## src/rtl/nrd24_if.sv

```systemverilog
// Operand/result bundle for the nrd24 pipelined divider.
// The master side supplies operands; the slave side (the divider) returns results.
interface nrd24_if;
   logic        in_valid;
   logic [23:0] a;
   logic [23:0] b;
   logic [23:0] quo;
   logic [23:0] rem;
   logic        out_valid;

   modport master (
      output in_valid, a, b,
      input  quo, rem, out_valid
   );

   modport slave (
      input  in_valid, a, b,
      output quo, rem, out_valid
   );
endinterface

```

## src/rtl/nrd24.sv

```systemverilog
// nrd24: 24-bit unsigned non-restoring divider, one quotient bit per stage.
// 24 register ranks; operands sampled on edge t appear on quo/rem after edge t+23.
// A divisor of zero falls out of the algorithm as quo = 24'hFFFFFF, rem = a.
module nrd24 (
   input  logic      clk,
   input  logic      rst_n,
   nrd24_if.slave    bus
);

   // Stage k holds the state after iteration i = 24 - k.
   // aq packs the not-yet-consumed dividend bits in the upper part and the
   // quotient bits resolved so far in the lower part; the MSB is always the
   // next dividend bit, and after the last stage the word is the quotient.
   logic signed [25:0] r_q  [1:23];
   logic signed [25:0] r_d  [1:23];
   logic [23:0]        aq_q [1:24];
   logic [23:0]        aq_d [1:24];
   logic [23:0]        b_q  [1:23];
   logic [23:0]        b_d  [1:23];
   logic               v_q  [1:24];
   logic               v_d  [1:24];
   logic [23:0]        rem_q;
   logic [23:0]        rem_d;

   logic signed [25:0] r24_n;
   logic               unused_r24;

   // One non-restoring iteration: shift in the next dividend bit, then
   // subtract the divisor if the partial remainder is non-negative, else add.
   function automatic logic signed [25:0] nr_step(
      input logic signed [25:0] r,
      input logic               abit,
      input logic [23:0]        d
   );
      logic signed [25:0] sh;
      logic signed [25:0] dd;
      sh = {r[24:0], abit};
      dd = {2'b00, d};
      return r[25] ? (sh + dd) : (sh - dd);
   endfunction

   // Next-state for every pipeline rank; the final rank also applies the
   // remainder correction (the corrected value always lies in [0, b), so
   // 24-bit modular arithmetic is exact there).
   always_comb begin
      r_d   = r_q;
      aq_d  = aq_q;
      b_d   = b_q;
      v_d   = v_q;
      rem_d = rem_q;

      r_d[1]  = nr_step(26'sd0, bus.a[23], bus.b);
      aq_d[1] = {bus.a[22:0], ~r_d[1][25]};
      b_d[1]  = bus.b;
      v_d[1]  = bus.in_valid;

      for (int k = 2; k <= 23; k++) begin
         r_d[k]  = nr_step(r_q[k-1], aq_q[k-1][23], b_q[k-1]);
         aq_d[k] = {aq_q[k-1][22:0], ~r_d[k][25]};
         b_d[k]  = b_q[k-1];
         v_d[k]  = v_q[k-1];
      end

      r24_n    = nr_step(r_q[23], aq_q[23][23], b_q[23]);
      aq_d[24] = {aq_q[23][22:0], ~r24_n[25]};
      v_d[24]  = v_q[23];
      rem_d    = r24_n[25] ? (r24_n[23:0] + b_q[23]) : r24_n[23:0];
   end

   // Bit 24 of the last partial remainder is not needed once the sign is known.
   assign unused_r24 = r24_n[24];

   // Pipeline registers; data advances every cycle, valid just rides along.
   always_ff @(posedge clk or negedge rst_n) begin
      if (!rst_n) begin
         for (int k = 1; k <= 23; k++) begin
            r_q[k] <= '0;
            b_q[k] <= '0;
         end
         for (int k = 1; k <= 24; k++) begin
            aq_q[k] <= '0;
            v_q[k]  <= 1'b0;
         end
         rem_q <= '0;
      end else begin
         r_q   <= r_d;
         aq_q  <= aq_d;
         b_q   <= b_d;
         v_q   <= v_d;
         rem_q <= rem_d;
      end
   end

   assign bus.quo       = aq_q[24];
   assign bus.rem       = rem_q;
   assign bus.out_valid = v_q[24];

endmodule

```

## src/flat_wrapper.sv

```systemverilog
// flat-port wrapper written by rule: the top's interface ports become plain ports
module nrd24_flat 
  (clk, rst_n, bus_in_valid, bus_a, bus_b, bus_quo, bus_rem, bus_out_valid);
  nrd24_if bus_i ();
  input  logic clk;
  input  logic rst_n;
  input wire logic [$bits(bus_i.in_valid)-1:0] bus_in_valid;
  input wire logic [$bits(bus_i.a)-1:0] bus_a;
  input wire logic [$bits(bus_i.b)-1:0] bus_b;
  output wire logic [$bits(bus_i.quo)-1:0] bus_quo;
  output wire logic [$bits(bus_i.rem)-1:0] bus_rem;
  output wire logic [$bits(bus_i.out_valid)-1:0] bus_out_valid;
  assign bus_i.in_valid = bus_in_valid;
  assign bus_i.a = bus_a;
  assign bus_i.b = bus_b;
  assign bus_quo = bus_i.quo;
  assign bus_rem = bus_i.rem;
  assign bus_out_valid = bus_i.out_valid;
  nrd24 u_core (.clk(clk), .rst_n(rst_n), .bus(bus_i));
endmodule
```

## config.mk

```make
export PLATFORM = sky130hd
export DESIGN_NAME = nrd24_flat
export DESIGN_NICKNAME = d
export VERILOG_FILES = /design/src/rtl/nrd24_if.sv /design/src/rtl/nrd24.sv /design/src/flat_wrapper.sv
export SDC_FILE = /design/constraint.sdc
export NUM_CORES = 2
export LEC_CHECK = 0
export BUFFER_PORTS_ARGS = -buffer_cell sky130_fd_sc_hd__buf_2
export CORE_MARGIN = 2
export CORE_UTILIZATION = 45
export DETAILED_ROUTE_END_ITERATION = 7
export MAX_ROUTING_LAYER = met4
export SLEW_MARGIN = 5
export SYNTH_ARGS = -nofsm -noshare
export SYNTH_HDL_FRONTEND = slang
export SYNTH_SLANG_ARGS = --single-unit
```

## constraint.sdc

```tcl
create_clock -name clk -period 5.1 [get_ports clk]
set_input_delay 0.51 -clock clk [delete_from_list [all_inputs] [get_ports clk]]
set_output_delay 0.51 -clock clk [all_outputs]
set_load 0.02 [all_outputs]
```

==> summary.md <==
| Metric | Value |
|---|---|
| Routed WL | `about 170000 µm` |
| Number of flops mapped to enable cells by yosys | `0` |
| Fillers | `roughly 16000` |
| CTS clk-pin slew, worst paths | `60 ps` |
| Clk Tree Root Cell | `clkbuf_16` |
| YS warnings | `0` |
| Area grow syn2layout | `14.03%` |
| RSZ-0062 raised after global routing | `true` |
| Max cap viols | `0` |
| Initial core utilization | `45.23%` |
| Clock latency at the later pin of the worst-skew pair | `840 ps` |
| Final Util | `between 50 and 60%` |
| Detail Placement HPWL | `between 100000 and 150000 µm` |
| Share of layout cells above drive strength 1 | `8.743%` |
| Post-Layout Inst Area | `about 95000 µm²` |
| Fmax | `roughly 200 MHz` |
| Placement Cell Area | `between 80000 and 90000 µm²` |
| DRC | `0` |
| Pin count of the biggest net entering global routing | `between 150 and 200` |
| Slew headroom | `a little under 30%` |
| Initial DRC count | `3342` |
| FF+latch count, synth | `around 1800` |
| DP Worst Slack | `-267.7 ps` |
| Crit path max-delay cell type | `or4_4` |
| Setup crit end kind | `flop` |
| CTS buffer count | `about 190` |
| Antenna violations before repair | `6` |
| Synth Area per Inst | `11.14 µm²` |
| Final Cycle Share | `roughly 98%` |
| Crit-path cells | `or4_4 > nor4b_4 > buf_4 > a21oi_1 > xor2_1 > ha_1 > and2_1 > a22o_1 > or3_1 > o221ai_2 > buf_4 > a21oi_2 > or2_4 > a21oi_2 > xnor2_1 > ha_1 > buf_4 > buf_4 > a41oi_2 > a21oi_2 > a211oi_2 > xnor2_1 > nand2_1 > xnor2_1` |
| Critical path's largest stage delay | `590 ps` |
| Final Wtd Congestion | `roughly 0.88` |
| Die Span Y | `about 440 µm` |
| Final clock skew | `~32 ps` |
| Total global-route track usage | `a little under a fifth` |
| WL per Instance | `15.99 µm` |
| Clk sink count | `1773` |
| Layout net count | `~8600` |
| Most instantiated cells after synthesis | `1773 x dfrtp_1, 741 x nor2_1, 733 x a21oi_1` |
| Most frequent CP cell | `buf_4` |
| Share of the synthesized area in the top cell type | `53.01%` |
| Vias in the first global route | `~55000` |
| Share of the yosys chip area belonging to registers | `53.01%` |
| Global-route wire length before repair | `about 280000 µm` |
| Reg area | `between 40000 and 50000 µm²` |
| Worst EP arrival | `5730 ps` |
| Synth top area cells | `dfrtp_1 53%, ha_1 9.4%, xor2_1 5.6%` |
| Core ar. | `about 190000 µm²` |
| Critical Path RT | `around 5800 ps` |
| Total I/O pin count | `100` |
| Actual slew at the worst max-slew pin | `1060 ps` |
| Mapped Area | `approximately 84000 µm²` |
| Number of setup violations in the final report | `0` |
| Final hold vios | `0` |
| CP max FO | `4` |
| Port bufs | `99` |
| CTS max path bufs | `3` |
| Die ar. | `around 190000 µm²` |
| Final ANT Viol Nets | `0` |
| Slew Limit Fails | `0` |
| DRT Pass-1 Iters | `6` |
| Crit path launch type | `flop` |
| Die X | `435.3 µm` |
| DR vias/cell | `5.201` |
| Row cnt | `158` |
| Mapped Nets | `8218` |
| CP Class | `flop to flop` |
| Count leader, synth | `dfrtp_1` |
| Status | `completed` |
| Asr flop ratio synth | `100.0%` |
| Fin worst setup slack | `between 90 and 100 ps` |
| Mapped Cells | `about 7500` |
| Cell variety after synth | `between 90 and 100` |
| Via count | `54851` |
| Top_reg_cell synth | `dfrtp_1` |
| Hold Path Class | `input port to async pin` |
| Post-synth top area cell | `dfrtp_1` |
| Multi-input logic area | `38000 µm²` |
| CTS tree | `built` |
| Grt ovf | `0` |
| Final min period | `roughly 5000 ps` |
| CTS H-tree lvls | `4` |
==> through the flow <==
step                      instances  TNS, ps  hold slack [ps]
final                         10547        0            291.9
after global routing          10546   -648.8            267.5
after CTS                     10543        0            225.6
after detailed placement      10149   -734.0            334.7
after global placement        10149   -512.9            331.0
after floorplan                7513        0            214.4
==> repair_timing <==
action,in CTS,in global routing
pin swaps,2,9
hold endpoints to repair,172,0
hold buffers,50,0
setup buffers,2,1
setup endpoints to repair,5,17
gates resized for setup,10,27
==> logic make-up after synthesis <==
kind of cell	synth area share, %
buffers and inverters	1.801
and+or+nand+nor	10.94
muxes	0.4739
adders and majority gates	9.992
AOI/OAI and AO/OA	12.58
DFF	53.01
xor gates and xnor gates	11.20
==> worst max-delay path: cells and delay by family, from the launching register on <==
family          cells  cell delay [ps]
compound gates      8             1160
xor+xnor            4              550
fa+ha+maj           2              590
buf+inv             4              580
flops               1              380
simple gates        6             1600
==> sequential cells by signal (all words and copies together), names as in the netlist <==
signal,cells
u_core.bus.out_valid,1
u_core.bus.quo,24
u_core.r_q,597
u_core.v_d,23
u_core.b_d,528
u_core.bus.rem,24
u_core.aq_q,23
u_core.b_q,24
u_core.aq_d,529
==> area by class of cell <==
cell class | instances | area share (%)
Multi-Input combinational cell | 5367 | 39.82
Tap cell | 2480 | 3.251
Clock buffer | 256 | 5.687
Inverter | 265 | 1.042
Timing Repair Buffer | 317 | 2.564
Clock inverter | 86 | 1.144
Sequential cell | 1773 | 46.49
Antenna cell | 3 | 0.007866
==> placed cells by master (no fill, tap or decap), types with 16 or more instances in the layout <==
cell type / synthesis / final
fa_1: 24 / 24
xor2_1: 535 / 535
nor3_1: 249 / 249
or3_1: 58 / 58
xnor2_1: 532 / 531
buf_2: 2 / 98
o21ai_0: 229 / 227
mux2_2: 25 / 25
o211ai_1: 28 / 28
clkbuf_8: 0 / 34
a31oi_1: 82 / 81
dlygate4sd3_1: 0 / 50
clkinv_2: 0 / 37
a211o_1: 17 / 17
nor2b_1: 78 / 78
ha_1: 630 / 629
or4_1: 31 / 31
and2_1: 42 / 42
buf_4: 24 / 154
nand3_1: 98 / 96
a21o_1: 199 / 199
o21a_1: 86 / 86
nand2b_1: 81 / 81
or2_2: 23 / 22
a211oi_1: 45 / 43
nor4_1: 66 / 64
o31ai_1: 20 / 20
a21oi_1: 733 / 724
dfrtp_1: 1773 / 1773
clkbuf_16: 0 / 194
and3_1: 57 / 56
o21bai_1: 76 / 76
clkbuf_1: 79 / 28
nor2_1: 741 / 740
nand2_1: 291 / 291
nand4_1: 35 / 35
nand3b_1: 16 / 16
inv_1: 264 / 264
bufinv_16: 0 / 17
==> worst paths after layout <==
kind	start	end	slack [ps]	depth (start not counted)
hold reg to reg	u_core.aq_d[71]	u_core.aq_q[71]	330	0
setup reg to reg	u_core.b_q[2]	u_core.bus.rem[23]	100	24
min in group clk	bus_a[20]	u_core.aq_d[550]	320	2
hold / removal	rst_n	u_core.bus.quo[9]	290	2
setup / recovery	u_core.b_q[2]	u_core.bus.rem[23]	100	24
max in group asynchronous	rst_n	u_core.b_d[506]	3230	3
==> layer usage <==
| metal | vias to the layer above | global-route usage (%) | wire, µm |
|---|---|---|---|
| li1 | 27036 | - | - |
| met1 | 26831 | 25.69 | 81290 |
| met2 | 748 | 28.74 | 77890 |
| met3 | 236 | 2.675 | 5963 |
| met4 | 0 | 5.029 | 3483 |
| met5 | - | - | 0 |
Power is left out: the tool's default activity adds up to more than one toggle a clock period on the data nets, which glitch-free logic cannot reach.
